## config.mk

```make
export PLATFORM = sky130hd
export DESIGN_NAME = m7_reg_ctrl
export DESIGN_NICKNAME = d
export VERILOG_FILES = /design/src/rtl/ppu_pkg.sv /design/src/rtl/m7_mul_seq.sv /design/src/rtl/m7_reg_ctrl.sv
export SDC_FILE = /design/constraint.sdc
export NUM_CORES = 1
export LEC_CHECK = 0
export ABC_AREA = 1
export BUFFER_PORTS_ARGS = -buffer_cell sky130_fd_sc_hd__clkbuf_2
export CAP_MARGIN = 20
export CORE_AREA = 3 3 150 152
export DETAILED_ROUTE_END_ITERATION = 6
export DIE_AREA = 0 0 153 155
export PLACE_DENSITY = 0.71
export SLEW_MARGIN = 20
export SYNTH_ARGS = -nofsm -noshare
export SYNTH_HDL_FRONTEND = slang
export SYNTH_SLANG_ARGS = --single-unit
```

## constraint.sdc

```tcl
create_clock -name clk -period 3.7 [get_ports clk]
set_clock_uncertainty 0.15 [all_clocks]
set_input_delay 0 -clock clk [delete_from_list [all_inputs] [get_ports clk]]
set_output_delay 0 -clock clk [all_outputs]
set_load 0.1 [all_outputs]
```

## src/rtl/ppu_pkg.sv

```systemverilog
// ---------------------------------------------------------------------------
// ppu_pkg
// Shared PPU definitions used by the Mode 7 configuration front-end:
//   - B-bus register addresses (low byte of $21xx) for the Mode 7 block
//   - register-select enum produced by the address decoder
//   - multiplier state enum and operand/product widths
//   - helpers for address decode and 13-bit scroll/origin assembly
// ---------------------------------------------------------------------------
package ppu_pkg;

  // B-bus register addresses ($21xx low byte)
  localparam logic [7:0] ADDR_BG1HOFS = 8'h0D;
  localparam logic [7:0] ADDR_BG1VOFS = 8'h0E;
  localparam logic [7:0] ADDR_M7SEL   = 8'h1A;
  localparam logic [7:0] ADDR_M7A     = 8'h1B;
  localparam logic [7:0] ADDR_M7B     = 8'h1C;
  localparam logic [7:0] ADDR_M7C     = 8'h1D;
  localparam logic [7:0] ADDR_M7D     = 8'h1E;
  localparam logic [7:0] ADDR_M7X     = 8'h1F;
  localparam logic [7:0] ADDR_M7Y     = 8'h20;

  // Multiplier geometry: signed 16-bit matrix value times signed 8-bit byte
  localparam int MUL_A_W = 16;
  localparam int MUL_B_W = 8;
  localparam int MUL_P_W = 24;

  // Which Mode 7 register (if any) a B-bus write targets
  typedef enum logic [3:0] {
    REG_NONE,
    REG_M7SEL,
    REG_M7A,
    REG_M7B,
    REG_M7C,
    REG_M7D,
    REG_XOFS,
    REG_YOFS,
    REG_XORIG,
    REG_YORIG
  } m7_reg_e;

  // Sequential multiplier control state
  typedef enum logic {
    MUL_IDLE,
    MUL_RUN
  } mul_state_e;

  // Map a B-bus address to its Mode 7 register; anything else is REG_NONE
  function automatic m7_reg_e decode_addr(input logic [7:0] addr);
    m7_reg_e sel;
    case (addr)
      ADDR_M7SEL:   sel = REG_M7SEL;
      ADDR_M7A:     sel = REG_M7A;
      ADDR_M7B:     sel = REG_M7B;
      ADDR_M7C:     sel = REG_M7C;
      ADDR_M7D:     sel = REG_M7D;
      ADDR_BG1HOFS: sel = REG_XOFS;
      ADDR_BG1VOFS: sel = REG_YOFS;
      ADDR_M7X:     sel = REG_XORIG;
      ADDR_M7Y:     sel = REG_YORIG;
      default:      sel = REG_NONE;
    endcase
    return sel;
  endfunction

  // Scroll/origin registers keep only 5 bits of the high byte (13-bit signed)
  function automatic logic [12:0] join13(input logic [7:0] hi, input logic [7:0] lo);
    return {hi[4:0], lo};
  endfunction

endpackage

```

## src/rtl/m7_mul_seq.sv

```systemverilog
// ---------------------------------------------------------------------------
// m7_mul_seq
// Iterative signed 16x8 shift-add multiplier behind MPYL/M/H.
// Consumes BITS_PER_CYCLE multiplier bits per clock, LSB first, so a product
// takes STEPS = 8/BITS_PER_CYCLE clocks after the start edge. The top bit of
// b carries weight -128 (two's complement), so the last partial product is
// subtracted instead of added. A start always wins, aborting any run.
//
// Ports:
//   clk     in   system clock
//   reset   in   asynchronous active-low reset
//   start   in   load operands and (re)start a multiply on this edge
//   a       in   16-bit signed multiplicand
//   b       in   8-bit signed multiplier
//   result  out  24-bit signed product, updated only when a run completes
//   busy    out  high while a multiply is in progress
//
// BITS_PER_CYCLE must be 1, 2, 4 or 8.
// ---------------------------------------------------------------------------
module m7_mul_seq
  import ppu_pkg::*;
#(
  parameter int BITS_PER_CYCLE = 1
) (
  input  logic               clk,
  input  logic               reset,
  input  logic               start,
  input  logic [MUL_A_W-1:0] a,
  input  logic [MUL_B_W-1:0] b,
  output logic [MUL_P_W-1:0] result,
  output logic               busy
);

  localparam int STEPS = MUL_B_W / BITS_PER_CYCLE;
  localparam int CNT_W = $clog2(STEPS + 1);

  mul_state_e         state_reg,  state_next;
  logic [MUL_P_W-1:0] mcand_reg,  mcand_next;
  logic [MUL_B_W-1:0] mplier_reg, mplier_next;
  logic [MUL_P_W-1:0] acc_reg,    acc_next;
  logic [MUL_P_W-1:0] result_reg, result_next;
  logic [CNT_W-1:0]   count_reg,  count_next;

  logic               last_step;
  logic [MUL_P_W-1:0] term [BITS_PER_CYCLE];
  logic [MUL_P_W-1:0] chunk_sum;

  // The final step of a run holds multiplier bit 7, the sign bit
  assign last_step = (count_reg == CNT_W'(1));

  // One partial product per multiplier bit handled this cycle. The
  // multiplicand register is already shifted to the current bit position.
  genvar gi;
  generate
    for (gi = 0; gi < BITS_PER_CYCLE; gi++) begin : g_term
      assign term[gi] = mplier_reg[gi] ? (mcand_reg << gi) : '0;
    end
  endgenerate

  always_comb begin
    chunk_sum = '0;
    for (int i = 0; i < BITS_PER_CYCLE; i++) begin
      if (last_step && (i == BITS_PER_CYCLE - 1)) begin
        chunk_sum = chunk_sum - term[i];
      end else begin
        chunk_sum = chunk_sum + term[i];
      end
    end
  end

  always_comb begin
    state_next  = state_reg;
    mcand_next  = mcand_reg;
    mplier_next = mplier_reg;
    acc_next    = acc_reg;
    result_next = result_reg;
    count_next  = count_reg;

    if (start) begin
      state_next  = MUL_RUN;
      mcand_next  = {{(MUL_P_W - MUL_A_W){a[MUL_A_W-1]}}, a};
      mplier_next = b;
      acc_next    = '0;
      count_next  = CNT_W'(STEPS);
    end else if (state_reg == MUL_RUN) begin
      acc_next    = acc_reg + chunk_sum;
      mcand_next  = mcand_reg << BITS_PER_CYCLE;
      mplier_next = mplier_reg >> BITS_PER_CYCLE;
      count_next  = count_reg - CNT_W'(1);
      if (last_step) begin
        // Publish the whole product at once; result never shows partials
        result_next = acc_reg + chunk_sum;
        state_next  = MUL_IDLE;
      end
    end
  end

  always_ff @(posedge clk or negedge reset) begin
    if (!reset) begin
      state_reg  <= MUL_IDLE;
      mcand_reg  <= '0;
      mplier_reg <= '0;
      acc_reg    <= '0;
      result_reg <= '0;
      count_reg  <= '0;
    end else begin
      state_reg  <= state_next;
      mcand_reg  <= mcand_next;
      mplier_reg <= mplier_next;
      acc_reg    <= acc_next;
      result_reg <= result_next;
      count_reg  <= count_next;
    end
  end

  assign result = result_reg;
  assign busy   = (state_reg == MUL_RUN);

endmodule

```

## src/rtl/m7_reg_ctrl.sv

```systemverilog
// ---------------------------------------------------------------------------
// m7_reg_ctrl
// Mode 7 configuration front-end. Decodes CPU B-bus writes to $210D/$210E
// and $211A-$2120, implements the shared Mode 7 write-twice latch, and
// drives the static configuration inputs of the Mode 7 BG renderer. Writes
// to M7A/M7B also kick off the MPYL/M/H multiply of m7_a by m7_b[15:8].
//
// Ports:
//   clk        in   system clock
//   reset      in   asynchronous active-low reset
//   cpu_we     in   one-cycle write strobe
//   cpu_addr   in   B-bus address low byte ($21xx)
//   cpu_wdata  in   write data
//   m7sel      out  {screen_over[1:0], yflip, xflip}
//   m7_a..d    out  matrix A..D, two's complement 8.8
//   m7_xofs    out  13-bit signed horizontal scroll
//   m7_yofs    out  13-bit signed vertical scroll
//   m7_xorig   out  13-bit signed X rotation origin
//   m7_yorig   out  13-bit signed Y rotation origin
//   mpy        out  24-bit signed product m7_a * m7_b[15:8]
//   mpy_busy   out  multiply in progress
// ---------------------------------------------------------------------------
module m7_reg_ctrl
  import ppu_pkg::*;
#(
  parameter int BITS_PER_CYCLE = 1
) (
  input  logic               clk,
  input  logic               reset,
  input  logic               cpu_we,
  input  logic [7:0]         cpu_addr,
  input  logic [7:0]         cpu_wdata,
  output logic [3:0]         m7sel,
  output logic [15:0]        m7_a,
  output logic [15:0]        m7_b,
  output logic [15:0]        m7_c,
  output logic [15:0]        m7_d,
  output logic [12:0]        m7_xofs,
  output logic [12:0]        m7_yofs,
  output logic [12:0]        m7_xorig,
  output logic [12:0]        m7_yorig,
  output logic [MUL_P_W-1:0] mpy,
  output logic               mpy_busy
);

  m7_reg_e     sel;
  logic [7:0]  m7_old_reg;
  logic [3:0]  m7sel_reg;
  logic [15:0] m7_a_reg, m7_b_reg, m7_c_reg, m7_d_reg;
  logic [12:0] xofs_reg, yofs_reg, xorig_reg, yorig_reg;

  logic               mul_start;
  logic [MUL_A_W-1:0] mul_a;
  logic [MUL_B_W-1:0] mul_b;

  always_comb begin
    sel = REG_NONE;
    if (cpu_we) begin
      sel = decode_addr(cpu_addr);
    end
  end

  // Every written register pairs the new byte with whatever byte was
  // written last; there is no low/high phase tracking. M7SEL is the only
  // decoded register that leaves the latch alone.
  always_ff @(posedge clk or negedge reset) begin
    if (!reset) begin
      m7_old_reg <= '0;
      m7sel_reg  <= '0;
      m7_a_reg   <= '0;
      m7_b_reg   <= '0;
      m7_c_reg   <= '0;
      m7_d_reg   <= '0;
      xofs_reg   <= '0;
      yofs_reg   <= '0;
      xorig_reg  <= '0;
      yorig_reg  <= '0;
    end else begin
      case (sel)
        REG_M7SEL: m7sel_reg <= {cpu_wdata[7:6], cpu_wdata[1:0]};
        REG_M7A:   m7_a_reg  <= {cpu_wdata, m7_old_reg};
        REG_M7B:   m7_b_reg  <= {cpu_wdata, m7_old_reg};
        REG_M7C:   m7_c_reg  <= {cpu_wdata, m7_old_reg};
        REG_M7D:   m7_d_reg  <= {cpu_wdata, m7_old_reg};
        REG_XOFS:  xofs_reg  <= join13(cpu_wdata, m7_old_reg);
        REG_YOFS:  yofs_reg  <= join13(cpu_wdata, m7_old_reg);
        REG_XORIG: xorig_reg <= join13(cpu_wdata, m7_old_reg);
        REG_YORIG: yorig_reg <= join13(cpu_wdata, m7_old_reg);
        default: ;
      endcase
      if ((sel != REG_NONE) && (sel != REG_M7SEL)) begin
        m7_old_reg <= cpu_wdata;
      end
    end
  end

  // The multiplier samples its operands on the same edge as the register
  // write, so feed it the post-write values rather than the current ones.
  assign mul_start = (sel == REG_M7A) || (sel == REG_M7B);
  assign mul_a     = (sel == REG_M7A) ? {cpu_wdata, m7_old_reg} : m7_a_reg;
  assign mul_b     = (sel == REG_M7B) ? cpu_wdata : m7_b_reg[15:8];

  m7_mul_seq #(
    .BITS_PER_CYCLE(BITS_PER_CYCLE)
  ) u_mul (
    .clk    (clk),
    .reset  (reset),
    .start  (mul_start),
    .a      (mul_a),
    .b      (mul_b),
    .result (mpy),
    .busy   (mpy_busy)
  );

  assign m7sel    = m7sel_reg;
  assign m7_a     = m7_a_reg;
  assign m7_b     = m7_b_reg;
  assign m7_c     = m7_c_reg;
  assign m7_d     = m7_d_reg;
  assign m7_xofs  = xofs_reg;
  assign m7_yofs  = yofs_reg;
  assign m7_xorig = xorig_reg;
  assign m7_yorig = yorig_reg;

endmodule

```

==> results of run 1 <==
==> layer usage <==
metal | vias to the layer above | wire length, µm | global-route usage (%)
met5 | - | 0 | 0
met4 | 0 | 795 | 6.109
met3 | 58 | 1789 | 4.339
met2 | 265 | 12830 | 38.25
met1 | 4290 | 13440 | 35.57
li1 | 4534 | - | -
==> cells in the mapped netlist, drive strengths merged <==
| cell type | number |
|---|---|
| a21oi | 44 |
| a31oi | 1 |
| and2 | 2 |
| buf | 28 |
| clkbuf | 15 |
| clkinv | 1 |
| dfrtp | 213 |
| fa | 1 |
| ha | 29 |
| inv | 114 |
| nand2 | 451 |
| nand3 | 71 |
| nand3b | 5 |
| nand4 | 16 |
| nor2 | 79 |
| nor3 | 6 |
| o211ai | 8 |
| o21a | 7 |
| o21ai | 171 |
| o21bai | 4 |
| o22ai | 3 |
| xnor2 | 11 |
| xor2 | 19 |
==> report_power, final <==
part           total (mW)  internal (mW)  switching, mW  leakage (nW)
Clock                2.50           1.53          0.963         0.405
Combinational        1.43          0.225           1.21          3.47
Sequential           2.68           2.54          0.140          2.89
Total                6.61           4.30           2.31          6.76
==> cell usage in the layout, fill, tap and decap left out, drive strengths merged <==
cell and count:
xnor2 11, clkinv 6, buf 9, o21ai 171, ha 29, dfrtp 213
clkbuf 194, nand4 16, nor3 6, nor2 79, and2 2, a21oi 44
dlygate4sd3 13, o22ai 3, o211ai 8, o21bai 4, nand3b 5, a31oi 1
nand3 71, clkinvlp 2, inv 115, nand2 451, xor2 19, fa 1
bufinv 4, o21a 7
==> area by class of cell <==
class | count | area, µm² | area share (%)
clock buffer | 31 | 656.9 | 5.221
clock inverter | 12 | 176.4 | 1.402
tap | 275 | 344.1 | 2.735
multi-input combinational | 928 | 4607 | 36.61
timing repair buffer | 185 | 1035 | 8.224
inverter | 115 | 431.7 | 3.431
sequential | 213 | 5331 | 42.37
==> final timing paths <==
kind / end / cells after the start
max in group asynchronous: u_mul.mplier_reg[0] / 3
hold / removal: m7_yorig[0] / 2
setup reg to reg: u_mul.acc_reg[23] / 20
min in group clk: u_mul.count_reg[3] / 6
hold reg to reg: u_mul.result[20] / 2
setup / recovery: u_mul.acc_reg[23] / 20
==> per-stage QoR <==
stage	std cells	cell area, µm²	hold WS [ps]	total power [mW]	util [%]
after floorplan	1299	10550	-445.6	3.730	-
after global placement	1701	11550	-23.40	4.116	54.60
after detailed placement	1701	11550	-5.929	4.138	54.60
after CTS	1757	12510	2.822	6.651	59.15
after global routing	1759	12580	42.02	6.866	59.48
final	1759	12580	-30.94	6.609	59.48
==> logic make-up (layout without fill, tap and decap cells) <==
family	count (synthesis)	in the layout	share of synthesized area [%]
adders and majority gates	30	30	3.631
AOI/OAI and AO/OA	238	238	12.33
xor gates and xnor gates	30	30	2.492
and+or+nand+nor	630	630	24.74
buffers and inverters	158	343	6.265
DFF	213	213	50.55
==> timing repair <==
item,4_1_cts,5_1_grt
hold buffers,13,0
setup endpoints to repair,0,20
gates resized for setup,0,20
hold endpoints to repair,166,0
setup buffers,0,2
==> results.md, run 1 <==
- LEAKAGE: 6.758 nW
- Worst r2r src: u_mul.mplier_reg[0]
- Critical Path AT: 3600 ps
- Hold WS: -30.94 ps
- Max-slew headroom: 35.64%
- IO Count: 164
- Worst-skew pair later-pin latency: 520 ps
- Slew Limit Fails: 0
- Die ar.: 23720 µm²
- Crit. Startpoint: u_mul.mplier_reg[0]
- Ranking of synthesized cells by area: dfrtp_1, nand2_1, o21ai_0, inv_1, ha_1
- Number of CTS-inserted buffers: 24
- Setup-failing EPs final: 0
- Port Buffers: 163
- Startpoint Class: register
- Syn_nets: 1348
- DP Wirelength: 20.76 mm
- Initial cell density of the core: 49.85%
- Initial detailed-routing violation count: 642
- Worst Max-Slew Pin Slew: 962.7 ps
- Routed vias: 9147
- Violated checks: negative hold slack
- Grt ovf: 0
- Initial antenna violation count: 0
- Worst vdd ir: 0.3622 mV
- Critical-path top delay cell: dfrtp_2
- Worst min-delay path class: input pin to asynchronous set/reset pin
- Max capacitance violation total: 0
- Std-Cell Rows: 53
- Largest net degree at the start of global routing: 95
- Reg clk slew, reported paths: 60 ps
- CP delay by family, top: simple AND/OR/NAND/NOR gates
- WP buf/inv: 1
- Status: finished, violations left
- Post-Route WL: 28.85 mm
- CTS Root Cell: clkbuf_16
- Nets: 1516
- Core area: 21150 µm²
- TritonCTS clock tree: built
- Critical Path RT: 3960 ps
- DR WL/cell: 16.40 µm
- R2R Setup Slk: 350 ps
- Synth top area share: 50.55%
- Mean post-synth cell area: 8.118 µm²
- Most common cell on crit path: nand2_1
- Largest area contributor in the netlist: dfrtp_1
- Sink Count: 213
- CP Max Fanout: 7
- Worst-path cell chain: nand2_1 > ha_1 > nand3_1 > nor2_2 > nand2_1 > nor2_2 > nand3_1 > nand2_2 > xnor2_1 > inv_1 > ha_2 > nand2_1 > nor2_1 > nand2_1 > nor2_1 > nand2_1 > nand3_1 > nand3_1 > nand3_1 > nand2_1
- Worst setup margin: 354.7 ps
- Count of cell types in the netlist: 36
- Vias in the first global route: 8835
- Pre-CTS WS: 181.6 ps
- Routed Antenna Nets: 0
- PwrDens: 525.3 nW/µm²
- Global Route Usage Sum: 24.38%
- Syn Inst Count: 1299
- Die width: 153 µm
- Worst path max stage delay: 450 ps
- First-pass GRT wire length: 47.07 mm
- Fin crit share: 90.41%
- Seq cells post-synth: 213
- CP Class: register to register
- GP Congestion: 0.9491
- Final Hold Viols: 9
- F_max: 298.9 MHz
- Synth-to-layout area growth: 19.32%
- Die H: 155 µm
- Worst setup EP type: register
- Synthesized area: 10550 µm²
- Setup TNS Final: 0 ps
- Pre-antenna DRT Iters: 5
- Clk buf depth: 3
- Yosys Warn Count: 0
- Diode count: 0
- Proportion of layout cells with a drive suffix above 1: 17.92%
- Sequential fraction of the synthesis area: 50.55%
- Unrepaired setup endpoints after global routing: false
- # DRC: 0
- Vias per cell: 5.200
- Filler cell count: 1920
- Tmin final: 3345 ps
- Htree depth: 1
(Power assumes the default switching activity.)
==> run 2, diff against run 1 <==
--- a/config.mk
+++ b/config.mk
@@ -7,11 +7,13 @@
 export LEC_CHECK = 0
 export ABC_AREA = 1
 export BUFFER_PORTS_ARGS = -buffer_cell sky130_fd_sc_hd__clkbuf_2
-export CAP_MARGIN = 20
-export CORE_AREA = 3 3 150 152
+export CAP_MARGIN = 10
+export CELL_PAD_IN_SITES_DETAIL_PLACEMENT = 1
+export CELL_PAD_IN_SITES_GLOBAL_PLACEMENT = 1
+export CORE_AREA = 3 3 163 165
 export DETAILED_ROUTE_END_ITERATION = 6
-export DIE_AREA = 0 0 153 155
-export PLACE_DENSITY = 0.71
+export DIE_AREA = 0 0 166 168
+export PLACE_DENSITY_LB_ADDON = 0.05
 export SLEW_MARGIN = 20
 export SYNTH_ARGS = -nofsm -noshare
 export SYNTH_HDL_FRONTEND = slang
==> run 2 against run 1 <==
Effect of this change:
- the flow now finishes without violations
- die area is 18% higher
- wire length grew 20%
- first-iteration DRC count up 9.0%
- maximum frequency decreased by 3.4%
- final cell count grew 3.7%
- sequential share of layout area shrank 0.72 points
- power increased by 4.2%
- non-clock buffer count increased by 7
- design area up 1.7%
- flip-flop and latch count unchanged
- via count increased by 3.1%
- clock power grew 8.8%
- critical path type unchanged
- critical endpoint is now u_mul.acc_reg[22]
- largest cell class unchanged
- largest power group is now the clock network
- highest routed layer unchanged
==> results.md, run 2 (synthesis gave the netlist of run 1 again) <==
- Initial cell density of the core: 41.88% (-8.0 points)
- Max capacitance violation total: 0 (unchanged)
- Port Buffers: 163 (unchanged)
- Worst Max-Slew Pin Slew: 934.3 ps (-28.40 ps)
- Final Hold Viols: 0 (-9)
- Critical Path AT: 3740 ps (+140 ps)
- Worst-skew pair later-pin latency: 550 ps (+30 ps)
- Initial antenna violation count: 1 (+1)
- Worst min-delay path class: input pin to register
- R2R depth: 17 (-15%)
- Dpl cell area: 11660 µm² (+0.93%)
- Fin crit share: 93.58% (+3.2 points)
- Unrepaired setup endpoints after global routing: true
- Setup-failing EPs final: 0 (unchanged)
- F_max: 288.8 MHz (-3.4%)
- Nets: 1524 (+0.53%)
- Pre-antenna DRT Iters: 5 (unchanged)
- Worst setup margin: 237.6 ps (-117.1 ps)
- Synth-to-layout area growth: 21.38%
- Reg clk slew, reported paths: 60 ps (about the same)
- Routed Antenna Nets: 0 (unchanged)
- Slew Limit Fails: 0 (unchanged)
- Vias per cell: 5.173 (-0.53%)
- Status: completed
- Vias in the first global route: 9789 (+11%)
- # DRC: 0 (unchanged)
- TritonCTS clock tree: built
- DP Wirelength: 24.50 mm (+18%)
- Grt ovf: 0 (unchanged)
- Htree depth: 1 (unchanged)
- R2R Setup Slk: 240 ps (-120 ps)
- Worst vdd ir: 0.4015 mV (+11%)
- Startpoint Class: register
- Routed vias: 9435 (+3.1%)
- PwrDens: 537.9 nW/µm² (+2.4%)
- Hold WS: 16.31 ps (+47.25 ps)
- Initial detailed-routing violation count: 700 (+9.0%)
- First-pass GRT wire length: 55.63 mm (+18%)
- Sink Count: 213 (unchanged)
- Die H: 168 µm (+8.4%)
- Critical Path RT: 3980 ps (+20 ps)
- CP Class: register to register
- Pre-CTS WS: 20.34 ps (-161.2 ps)
- Design Area, Final: 12800 µm² (+1.7%)
- Max-slew headroom: 37.62% (+2.0 points)
- CTS Root Cell: clkbuf_16
- Clk buf depth: 3 (unchanged)
- Filler cell count: 3099 (+61%)
- CP Max Fanout: 24 (+17)
- Most frequent cells in the layout: nand2_1, dfrtp_1, clkbuf_2, o21ai_0, inv_1
- Global Route Usage Sum: 24.77% (+0.39 points)
- Worst setup EP type: register
- Std-Cell Rows: 58 (+9.4%)
- Core area: 25180 µm² (+19%)
- DR WL/cell: 18.96 µm (+16%)
- Crit. Startpoint: u_mul.mplier_reg[0]
- IO Count: 164 (unchanged)
- Post-Route WL: 34.58 mm (+20%)
- Die width: 166 µm (+8.5%)
- Worst r2r src: u_mul.mplier_reg[0]
- Worst reg2reg endpoint: u_mul.acc_reg[22]
- LEAKAGE: 6.814 nW (+0.83%)
- Largest net degree at the start of global routing: 85 (-11%)
- Number of CTS-inserted buffers: 25 (+4.2%)
- Proportion of layout cells with a drive suffix above 1: 18.15% (+0.23 points)
- Die ar.: 27890 µm² (+18%)
- GP Congestion: 0.8850 (-6.8%)
- Tmin final: 3462 ps (+117.1 ps)
- Crit path to: u_mul.acc_reg[22]
- Most common cell after layout, fill and taps aside: nand2_1
[run 2: cell types whose count changed in the layout (fill, tap and decap cells not counted), sizes merged, moves of 3 or more]
cell and delta:
buf +5, clkinv -3, dlygate4sd3 +3, clkbuf +3
[run 2: worst min path at each step]
stage,depth (start not counted),endpoint,startpoint
after floorplan,0,m7_a[0],reset
after global placement,1,m7_xorig[10],reset
after detailed placement,1,m7_xorig[8],reset
after CTS,7,m7_c[9],cpu_addr[2]
after global routing,5,u_mul.count_reg[3],cpu_addr[4]
final,6,u_mul.count_reg[3],cpu_addr[6]
[run 2: through the flow]
stage	utilization [%]	setup TNS, ps	std cells	power, mW
floorplan	-	0	1299	3.730
CTS	50.51	0	1822	6.954
detailed placement	46.29	0	1761	4.198
global route	50.82	-375.3	1823	7.166
global placement	46.29	0	1761	4.166
finish	50.83	0	1824	6.885
[run 2: final cells by class]
class                      count  area, µm²  area share [%]
tap                          330      412.9           3.226
sequential                   213       5331           41.65
clock inverter                10      196.4           1.535
antenna                        1      2.502         0.01955
multi-input combinational    928       4626           36.14
inverter                     115      431.7           3.372
timing repair buffer         192       1096           8.563
clock buffer                  35      703.2           5.494
[run 2: repair_timing]
item / 4_1_cts / 5_1_grt
pin swaps: 0 / 3
endpoints found under the hold margin: 162 / 0
gates resized for setup: 1 / 23
hold buffers: 16 / 0
setup buffers: 0 / 1
setup endpoints to repair: 1 / 23
[run 2: where the power goes]
group	switching (mW)	internal [mW]	leakage, nW	total (mW)
Clock	1.04	1.68	0.436	2.72
Sequential	0.143	2.54	2.89	2.68
Combinational	1.24	0.242	3.49	1.48
Total	2.42	4.46	6.81	6.89
[run 2: critical path: stages, from the launching register on]
cell	delay, ps
dfrtp_2	460
buf_4	220
nand2_1	130
nand2_1	80
nor2_1	110
nand2_1	110
o21ai_0	210
xnor2_1	180
inv_1	100
ha_1	340
a21oi_1	400
o21ai_0	280
nand2_1	120
nand2_1	80
nand2_1	80
nand4_1	110
nand3_1	110
nand2_1	70
[run 2: routing by layer]
| metal | vias to the layer above | track usage [%] | share of wire (%) |
|---|---|---|---|
| met5 | - | 0 | 0 |
| met4 | 0 | 5.606 | 1.9 |
| met3 | 45 | 3.146 | 4.2 |
| met2 | 195 | 39.13 | 45 |
| met1 | 4647 | 36.74 | 49 |
| li1 | 4548 | - | - |
==> run 3, diff against run 2 <==
--- a/config.mk
+++ b/config.mk
@@ -6,13 +6,13 @@
 export NUM_CORES = 1
 export LEC_CHECK = 0
 export ABC_AREA = 1
-export BUFFER_PORTS_ARGS = -buffer_cell sky130_fd_sc_hd__clkbuf_2
 export CAP_MARGIN = 10
 export CELL_PAD_IN_SITES_DETAIL_PLACEMENT = 1
 export CELL_PAD_IN_SITES_GLOBAL_PLACEMENT = 1
-export CORE_AREA = 3 3 163 165
+export CORE_AREA = 3 3 154 156
 export DETAILED_ROUTE_END_ITERATION = 6
-export DIE_AREA = 0 0 166 168
+export DIE_AREA = 0 0 157 159
+export DONT_BUFFER_PORTS = 1
 export PLACE_DENSITY_LB_ADDON = 0.05
 export SLEW_MARGIN = 20
 export SYNTH_ARGS = -nofsm -noshare
==> run 3 against run 2 <==
Effect of this change:
- the run now ends with negative hold slack left
- first-iteration DRC count decreased by 33%
- sequential share of layout area grew 3.3 points
- die area is 10% lower
- register-to-register slack improved by 60 ps
- sequential power rose by 24%
- design area down 7.2%
- via count is 6.1% lower
- maximum frequency up 1.7%
- hold slack worse by 980 ps
- critical path depth fell by 2
- critical path type unchanged
==> results.md, run 3 (synthesis gave the netlist of run 1 again) <==
- Internal: 4.074 mW (-8.7%)
- Filler cell count: 2709 (-13%)
- Fin util: 52.76% (+1.9 points)
- First-pass GRT wire length: 51.58 mm (-7.3%)
- PwrDens: 533.1 nW/µm² (-0.90%)
- R2R depth: 15 (-2)
- Proportion of layout cells with a drive suffix above 1: 7.554% (-11 points)
- Global Route Usage Sum: 26.01% (+1.2 points)
- Worst vdd ir: 0.3639 mV (-9.4%)
- Critical-path top delay cell: ha_1
- F_max: 293.9 MHz (+1.7%)
- Worst-path cell chain: inv_1 > ha_1 > nand2_1 > nor2_1 > buf_4 > o21ai_0 > xor2_1 > ha_1 > nand2_1 > inv_1 > a21oi_1 > nand2_1 > a21oi_1 > xor2_1 > o21ai_0
- Vias per cell: 5.462 (+5.6%)
- Violated checks: negative hold slack
- Worst min-delay path class: input pin to asynchronous set/reset pin
- Diode count: 0 (-1)
- Unrepaired setup endpoints after global routing: false
- Critical Path RT: 3920 ps (-60 ps)
- Critical Path AT: 3620 ps (-120 ps)
- Max-slew headroom: 33.31% (-4.3 points)
- Die width: 157 µm (-5.4%)
- Synth-to-layout area growth: 12.59%
- Most common cell on crit path: nand2_1
- LEAKAGE: 6.030 nW (-11%)
- Setup-failing EPs final: 0 (unchanged)
- CP Max Fanout: 20 (-17%)
- Reg power frac: 52.6% (+14 points)
- # DRC: 0 (unchanged)
- DP Wirelength: 22.31 mm (-9.0%)
- CP delay by family, top: compound AO/OA/AOI/OAI gates
- Clk buf depth: 3 (unchanged)
- Post-Route WL: 32.52 mm (-6.0%)
- Worst path max stage delay: 370 ps (-90 ps)
- Routed Antenna Nets: 0 (unchanged)
- Worst setup EP type: register
- IO Count: 164 (unchanged)
- WP buf/inv: 3 (+1)
- Nets: 1371 (-10%)
- Initial detailed-routing violation count: 469 (-33%)
- Startpoint Class: register
- GP Congestion: 0.8773 (-0.87%)
- Tmin final: 3403 ps (-59.53 ps)
- Number of CTS-inserted buffers: 23 (-8.0%)
- Setup TNS Final: 0 ps (unchanged)
- Logic pwr share: 11.4% (-10 points)
- Final Hold Viols: 213 (+213)
- Initial antenna violation count: 1 (unchanged)
- Clock power share: 36.0% (-3.5 points)
- Grt ovf: 0 (unchanged)
- Std-Cell Rows: 55 (-5.2%)
- Initial cell density of the core: 46.86% (+5.0 points)
- Sw Ratio: 35.62% (+0.46 points)
- Pre-antenna DRT Iters: 4 (-1)
- Worst Max-Slew Pin Slew: 1000 ps (+66.00 ps)
- Vias in the first global route: 9053 (-7.5%)
- Final total power: 6.329 mW (-8.1%)
- Port Buffers: 0 (-100%)
- CTS Root Cell: clkbuf_16
- DR WL/cell: 20.05 µm (+5.8%)
- Pre-CTS WS: 175.3 ps (+155.0 ps)
- Max capacitance violation total: 0 (unchanged)
- Status: finished, violations left
- Sink Count: 213 (unchanged)
- Htree depth: 1 (unchanged)
- Reg clk slew, reported paths: 60 ps (about the same)
- Die H: 159 µm (-5.4%)
- Worst setup margin: 297.2 ps (+59.53 ps)
- Largest net degree at the start of global routing: 214 (+150%)
- Number of cells on the critical path: 15 (-2)
- Die ar.: 24960 µm² (-10%)
- TritonCTS clock tree: built
- Core area: 22500 µm² (-11%)
- CP Class: register to register
- Most common cell after layout, fill and taps aside: nand2_1
- CTS Hold Bufs: 32 (+16)
- Hold WS: -961.4 ps (-977.7 ps)
- Worst-skew pair later-pin latency: 510 ps (-40 ps)
- Slew Limit Fails: 0 (unchanged)
- Fin crit share: 91.97% (-1.6 points)
- Routed vias: 8860 (-6.1%)
- Net switching power: 2.254 mW (-6.9%)
- Most frequent cells in the layout: nand2_1, dfrtp_1, o21ai_0, inv_1, nor2_1
[run 3: changes by cell type in the layout (fill, tap and decap cells not counted), moves of 2 or more]
cell,delta
dlygate4sd3_1,+16
buf_4,-4
clkbuf_2,-162
clkbuf_8,+3
bufinv_16,-4
clkbuf_16,-2
clkbuf_1,-3
clkinv_2,+4
[run 3: routing by layer]
layer / part of all wire [%] / global-route usage, %
met2: 46 / 40.94
met3: 5.7 / 4.730
met1: 46 / 37.89
met5: 0 / 0
met4: 2.1 / 5.213
[run 3: worst paths after layout]
check	start	end	slack, ps
worst max register to register	u_mul.count_reg[1]	u_mul.acc_reg[15]	300
worst min register to register	u_mul.acc_reg[3]	u_mul.acc_reg[3]	340
worst max-delay path	u_mul.count_reg[1]	u_mul.acc_reg[15]	300
min in group clk	cpu_addr[4]	m7_c[0]	30
worst min-delay path	reset	m7_xorig[7]	-960
max in group asynchronous	reset	u_mul.mplier_reg[0]	4090
[run 3: layout make-up]
cell class	instances	area (µm²)	share of cell area [%]
Clock inverter	7	63.81	0.5375
Clock buffer	33	683.2	5.754
Sequential cell	213	5331	44.90
Multi-Input combinational cell	928	4613	38.86
Timing Repair Buffer	41	391.6	3.299
Tap cell	285	356.6	3.003
Inverter	115	432.9	3.646
[run 3: what timing repair did]
| action | in CTS | in global routing |
|---|---|---|
| buffers inserted | 0 | 2 |
| endpoints found under the setup margin | 0 | 41 |
| gates resized for setup | 0 | 23 |
| hold endpoints to repair | 337 | 213 |
[run 3: per-stage QoR]
stage	cells	cell area [µm²]
5_1_grt	1622	11870
3_5_place_dp	1548	10730
4_1_cts	1620	11790
2_1_floorplan	1299	10550
6_report	1622	11870
3_3_place_gp	1548	10730
[run 3: power groups by stage]
stage                     Combinational (mW)  Sequential [mW]  Clock, mW
after floorplan                        0.388             3.34          0
after global placement                 0.625             3.36          0
after detailed placement               0.651             3.37          0
after CTS                              0.716             3.33       2.32
after global routing                   0.795             3.36       2.43
final                                  0.722             3.33       2.28
